File: config.mk
export PLATFORM = sky130hd
export DESIGN_NAME = display_scan_mux4
export DESIGN_NICKNAME = d
export VERILOG_FILES = /design/src/rtl/display_scan_mux4.sv
export SDC_FILE = /design/constraint.sdc
export NUM_CORES = 1
export LEC_CHECK = 0
export BUFFER_PORTS_ARGS = -buffer_cell sky130_fd_sc_hd__buf_4
export CORE_ASPECT_RATIO = 1.2
export CORE_MARGIN = 2
export CORE_UTILIZATION = 55
export CTS_BUF_LIST = sky130_fd_sc_hd__clkbuf_16
export DETAILED_ROUTE_END_ITERATION = 8
export GPL_TIMING_DRIVEN = 1
export PLACE_DENSITY_LB_ADDON = 0.1
export SETUP_SLACK_MARGIN = 0.4
export SLEW_MARGIN = 20
export SYNTH_ARGS = -nofsm -noshare
export SYNTH_HDL_FRONTEND = slang
export SYNTH_SLANG_ARGS = --single-unit
File: constraint.sdc
create_clock -name clock_in -period 2.6 [get_ports clock_in]
set_input_delay 0.13 -clock clock_in [delete_from_list [all_inputs] [get_ports clock_in]]
set_output_delay 0.13 -clock clock_in [all_outputs]
set_load 0.005 [all_outputs]
File: src/rtl/display_scan_mux4.sv
// Four-digit multiplexed 7-segment scanner: synchronised refresh steps the digit,
// an all-off gap precedes each new anode, and loads are double-buffered per frame.
module display_scan_mux4 #(
    parameter int unsigned GAP_CYCLES = 1
) (
    input  logic        clock_in,
    input  logic        reset,
    input  logic        refresh,
    input  logic        load,
    input  logic [15:0] value,
    input  logic [3:0]  dp_in,
    input  logic        blank_lz,
    output logic [3:0]  an,
    output logic [6:0]  seg,
    output logic        dp,
    output logic        frame_done
);

    typedef enum logic {SHOW, GAP} state_t;

    localparam logic [3:0] GAP_LOAD = 4'(GAP_CYCLES - 1);

    state_t      state_q;
    logic        sync1_q, sync2_q, hist_q;
    logic        step;
    logic [1:0]  idx_q;
    logic [3:0]  gap_cnt_q;
    logic [15:0] shadow_val_q, active_val_q;
    logic [3:0]  shadow_dp_q, active_dp_q;
    logic        pending_q;
    logic [3:0]  an_q;
    logic [6:0]  seg_q;
    logic        dp_q;
    logic        frame_done_q;

    logic [3:0]  digit_d;
    logic [3:0]  zero_above;
    logic        blank_d;
    logic [6:0]  seg_d;
    logic        dp_d;

    function automatic logic [6:0] hex_to_seg(input logic [3:0] h);
        logic [6:0] s;
        case (h)
            4'h0:    s = 7'h40;
            4'h1:    s = 7'h79;
            4'h2:    s = 7'h24;
            4'h3:    s = 7'h30;
            4'h4:    s = 7'h19;
            4'h5:    s = 7'h12;
            4'h6:    s = 7'h02;
            4'h7:    s = 7'h78;
            4'h8:    s = 7'h00;
            4'h9:    s = 7'h10;
            4'hA:    s = 7'h08;
            4'hB:    s = 7'h03;
            4'hC:    s = 7'h46;
            4'hD:    s = 7'h21;
            4'hE:    s = 7'h06;
            default: s = 7'h0E;
        endcase
        return s;
    endfunction

    always_ff @(posedge clock_in) begin
        if (reset) begin
            sync1_q <= 1'b0;
            sync2_q <= 1'b0;
            hist_q  <= 1'b0;
        end else begin
            sync1_q <= refresh;
            sync2_q <= sync1_q;
            hist_q  <= sync2_q;
        end
    end

    assign step = sync2_q & ~hist_q;

    // Decode the digit at the current index; in GAP the index already points at the next digit.
    always_comb begin
        digit_d       = active_val_q[{idx_q, 2'b00} +: 4];
        zero_above[3] = (active_val_q[15:12] == 4'h0);
        zero_above[2] = zero_above[3] && (active_val_q[11:8] == 4'h0);
        zero_above[1] = zero_above[2] && (active_val_q[7:4] == 4'h0);
        zero_above[0] = 1'b0;
        blank_d       = blank_lz && zero_above[idx_q];
        seg_d         = blank_d ? '1 : hex_to_seg(digit_d);
        dp_d          = ~active_dp_q[idx_q];
    end

    always_ff @(posedge clock_in) begin
        if (reset) begin
            state_q      <= SHOW;
            idx_q        <= '0;
            gap_cnt_q    <= '0;
            shadow_val_q <= '0;
            active_val_q <= '0;
            shadow_dp_q  <= '0;
            active_dp_q  <= '0;
            pending_q    <= 1'b0;
            an_q         <= '1;
            seg_q        <= '1;
            dp_q         <= 1'b1;
            frame_done_q <= 1'b0;
        end else begin
            frame_done_q <= 1'b0;
            if (load) begin
                shadow_val_q <= value;
                shadow_dp_q  <= dp_in;
                pending_q    <= 1'b1;
            end
            case (state_q)
                SHOW: begin
                    if (step) begin
                        state_q   <= GAP;
                        idx_q     <= idx_q + 2'd1;
                        gap_cnt_q <= GAP_LOAD;
                        an_q      <= '1;
                        seg_q     <= '1;
                        dp_q      <= 1'b1;
                        // Frame boundary: swap uses the pre-load shadow; a coincident load stays pending.
                        if (idx_q == 2'd3) begin
                            frame_done_q <= 1'b1;
                            if (pending_q) begin
                                active_val_q <= shadow_val_q;
                                active_dp_q  <= shadow_dp_q;
                            end
                            pending_q <= load;
                        end
                    end
                end
                GAP: begin
                    if (gap_cnt_q == 4'd0) begin
                        state_q <= SHOW;
                        an_q    <= ~(4'b0001 << idx_q);
                        seg_q   <= seg_d;
                        dp_q    <= dp_d;
                    end else begin
                        gap_cnt_q <= gap_cnt_q - 4'd1;
                    end
                end
                default: state_q <= SHOW;
            endcase
        end
    end

    assign an         = an_q;
    assign seg        = seg_q;
    assign dp         = dp_q;
    assign frame_done = frame_done_q;

endmodule
# Yosys cells after proc, flatten, opt, wreduce, memory -nomap -nowiden
# Memories as Yosys holds them, arrays and structs flattened.
# Index checks and enable logic that the tools add are counted.
# op_classes
n_addsub	2
order_cmp	1
eq_ne	4
shift	2
mux	25
bitwise_logic	6
n_reduce_logical	12
# ops
operator	count
$mux W7	3
$logic_not A4 Y1	4
$mux W4	4
$pmux W4 S2	2
$shiftx A16 B5 Y4	1
$pmux W7 S2	1
$mux W1	11
$reduce_and A2 Y1	3
$bmux W1 S2	2
$ne A2 B2 Y1 const B	2
$not A1 Y1	4
$not A4 Y4	1
$pmux W1 S2	2
$reduce_and A4 Y1	1
$shl A1 B2 Y4 const A	1
$sub A4 B1 Y4 const B	1
$logic_and A1 B1 Y1	3
$lt A2 B3 Y1 const B	1
$reduce_or A3 Y1	1
$add A2 B1 Y2 const B	1
$eq A2 B2 Y1 const B	1
$ne A2 B1 Y1 const B	1
$and A1 B1 Y1	1
# totals
reg_bits	64
romBits	112
input_bits	25
out_inout_bits	13
word_cells	68
n_memories	1
# memory_table
memory	depth	width	read_ports	rd_clocked_by_memory_dff	wr	line_no	text
(name not given)	16	7	1	0	0	44	case (h)

# Depth between registers and ports, before layout
# logic_depth
depth_word	9
ltp_mapped	8
ltp_nobuf	7

# Least setup slack after synthesis
# No wires, ideal clock.
# synth_path
path_kind	register to register
from	register idx_q[0]
to	register seg_q[3], in the netlist seg[3]
setup_time_ns	0.149
t_arrival_ns	2.032
required_ns	2.451
path_slack_ns	0.419
path_stages_with_launch	9
n_path_buf	1
period_less_slack_ns	2.181
cell_sequence	dfxtp_1 buf_6 mux4_1 inv_1 ha_1 inv_1 mux4_2 inv_1 a41oi_1
# synth_between
elab_chain_len	6
word_cells_on_any_way	8
classes_between	shift: 1; mux: 5; reduce/logical: 1; memory: 1
# synth_lines
element	line_no	text
from (decl)	26	logic [1:0] idx_q;
from (signal assigned)	116	idx_q <= idx_q + 2'd1;
branches (longest 3 deep; another with $mem_v2 Z16 W7)	n/a	
$mux W7 *	87	seg_d = blank_d ? '1 : hex_to_seg(digit_d);
$mux W7 *	133	if (gap_cnt_q == 4'd0) begin
$pmux W7 S2 *	112	case (state_q)
to (signal assigned)	136	seg_q <= seg_d;
to (decl)	32	logic [6:0] seg_q;
# Mark *: on every way between the ends. The select of a mux whose other input is x is not followed.
# A chain may end at the register's enable or synchronous reset.

# Worst setup path after layout
# Ends and elaborated chain as after synthesis.

==> impl_metrics.ini <==
[floorplan]
initial_utilization_pct = 57.4
core-area_mm2 = 0.00494
die_w_um = 69.6
die_y_um = 82.7
design.portCount = 38
die_ar_mm2 = 0.00575
rows = 28

[power]
power_density_mw_per_mm2 = 643
design_power_total_mw = 2.17
pwr-share-seq_pct = 47.1
power_switching_share_pct = 22.0
p_comb_share_pct = 5.4
clock_power_share_pct = 47.4
internal-power_mw = 1.69
power.ir.vdd_worst_v = 0.000435
total_leakage_power_nw = 1.36
power.switching_uw = 477

[timing]
report.final.setup_viol = 0
finalClockSkew_ns = 0.00700
final_hold_viol_count = 0
setup_tns_ns = 0
tightestPinTransition_ns = 0.738
headroom_to_the_max_slew_limit_pct = 50.8
max_clock_freq_ghz = 0.476
slew_violations = 0
period_needed_ns = 2.10
setup_repair_after_global_routing_missed_its_margin = true
period_utilization_pct = 80.9

[worst_setup_path]
critical_path.endpoint_type = register
crit-reg2reg-capture = seg[3]
crit-reg2reg-launch = idx_q[0]
critical_path.top_delay_family = multiplexers
worst_setup_path_start_kind = register
crit_top_cell = inv_1
rr_worst_depth = 7
worstPathCellList = mux4_2 > inv_1 > ha_1 > inv_1 > mux4_2 > inv_1 > a41oi_1
critPathMaxFanout = 5
crit_required_ns = 2.76
cp.arrival_ns = 2.26
worst_path_max_delay_cell = mux4_2
critPathBufInv = 3
type_of_the_worst_setup_path = register to register
cp_slowest_stage_delay_ns = 0.58
r2r_slack_ns = 0.50

[cts]
cts_max_path_buffers = 2
clk_transition_reported_paths_ns = 0.05
cts.root.buffer_cell = clkbuf_16
postCtsSetupRepairBufs = 0
clock_latency_ns = 0.33
post_cts_resized = 0
cts-hold-fix-buffers = 0
tritoncts = built
cts_inserted_buffers = 9
numClockSinks = 64
cts-htree-levels = 3

[min_path]
min-delay-path-class = input port to register
hold_path_end = sync1_q
min_from = refresh
worst_hold_stages = 2

[logic_synthesis]
yosys_most_used_dff = dfxtp_1
synth_enable_flop_cells = 0
synth_area_leaders = dfxtp_1, mux2i_1, nand2_1
synthesis.area_per_instance_um2 = 9.30
synth_async_sr_flop_share_pct = 0
yosysTopAreaCellShare_pct = 45.1
netlist_area_mm2 = 0.00284
synth.yosys.seq_area_share_pct = 45.1
synth_commonest_cells = dfxtp_1, nand2_1, nor2_1
synth_most_common_cell = dfxtp_1
yosys_register_bits = 64
syn-instance-count = 305
syn_nets = 342
synth.largest_area_cell = dfxtp_1
synth-warning-count = 0
number_of_distinct_library_cells_after_synthesis = 45

[layout]
flow.area_growth_from_synthesis_pct = 18.9
ant_diodes = 0
drive_above_1_share_pct = 19.4
final_net_count = 373
fillCellCount = 401

[outcome]
outcome = complete, no violations

[global_route]
global_route_wire_length_before_repair_mm = 9.52
grt_ovf = 0
antenna_found_initial = 0
track_usage_pct = 21.5
first_global_vias = 2076
pin_count_of_the_biggest_net_entering_global_routing = 59

[job]
max_cap_violations = 0

[drt]
wire_per_inst_um = 13.9
drt.antenna.violating_nets = 0
drc = 0
route.detailed.vias_per_inst = 5.43
dr.first_iter.drc_count = 101
drtPass1Iterations = 6
drt_wl_total_mm = 5.58
detailroute.via_count = 2177

[placement]
globalplace.congestion = 0.850
dpl.hpwl_mm = 3.71
io_buffers = 37
## layer usage
| layer | vias up | part of all wire (%) | GRT usage, % |
|---|---|---|---|
| met5 | - | 0 | 0 |
| met4 | 0 | 2.2 | 10.6 |
| met2 | 53 | 47 | 35.3 |
| met1 | 992 | 46 | 26.1 |
| li1 | 1117 | - | - |
| met3 | 15 | 4.7 | 6.43 |
## layout by cell type, fill, tap and decap left out, drive strengths merged, types with 2 or more instances in the layout
| cell | count |
|---|---|
| dfxtp | 64 |
| nor2 | 29 |
| o21ai | 3 |
| a21oi | 26 |
| nand2 | 55 |
| and3 | 2 |
| nand3 | 3 |
| clkinv | 4 |
| buf | 43 |
| nor2b | 4 |
| inv | 12 |
| mux2i | 26 |
| nand2b | 2 |
| ha | 12 |
| mux4 | 6 |
| clkbuf | 9 |
| or4 | 2 |
| o31ai | 3 |
| a41oi | 7 |
| nor3 | 9 |
## cell type report
cell class,count,area (um^2),share of cell area (%)
Multi-Input combinational cell,208,1400,41.5
Inverter,10,37.5,1.11
Sequential cell,64,1280,38.0
Tap cell,60,75.1,2.23
Timing Repair Buffer,43,323,9.57
Clock inverter,7,32.5,0.964
Clock buffer,9,225,6.68
## power groups by stage
stage,sequential [mW],clock (mW),combinational (mW)
2_1_floorplan,1.04,0,0.0767
3_3_place_gp,1.04,0,0.114
3_5_place_dp,1.04,0,0.117
4_1_cts,1.02,1.04,0.118
5_1_grt,1.02,1.08,0.133
6_report,1.02,1.03,0.117
## state kept, by name, indices dropped and copies added, names as in the netlist
register	count
frame_done	1
gap_cnt_q	4
hist_q	1
shadow_dp_q	4
an	4
sync1_q	1
dp	1
active_val_q	16
active_dp_q	4
sync2_q	1
idx_q	2
state_q	1
seg	7
pending_q	1
shadow_val_q	16
## worst max path at each step
stage                   to  depth (start not counted)      from  slack, ns
finish              seg[3]                          7  idx_q[0]       0.50
global route        seg[3]                          7  idx_q[0]       0.39
CTS                 seg[3]                          7  idx_q[0]       0.43
detailed placement  seg[3]                          7  idx_q[0]       0.44
global placement    seg[3]                          7  idx_q[0]       0.50
floorplan           seg[3]                          8  idx_q[0]       0.42
## metrics by stage
stage,worst slack [ns],utilization (%),hold WS (ns),instances,area [um^2]
finish,0.497,68.3,0.0135,401,3370
global route,0.388,68.3,0.0475,401,3370
CTS,0.431,68.4,0.00783,401,3380
detailed placement,0.441,63.1,0.346,385,3120
global placement,0.501,63.1,0.342,385,3120
floorplan,0.419,-,0.258,305,2840
## cells by family after synthesis
family,count (synthesis),synth area share (%)
AO/OA/AOI/OAI,49,11.4
XOR/XNOR,1,0.309
adder cells (fa/ha/maj),12,5.29
buffers and inverters,33,5.42
flip-flops,64,45.1
multiplexers,33,14.9
AND/OR/NAND/NOR,113,17.5
Note: power is estimated with default switching activity, not from simulation.
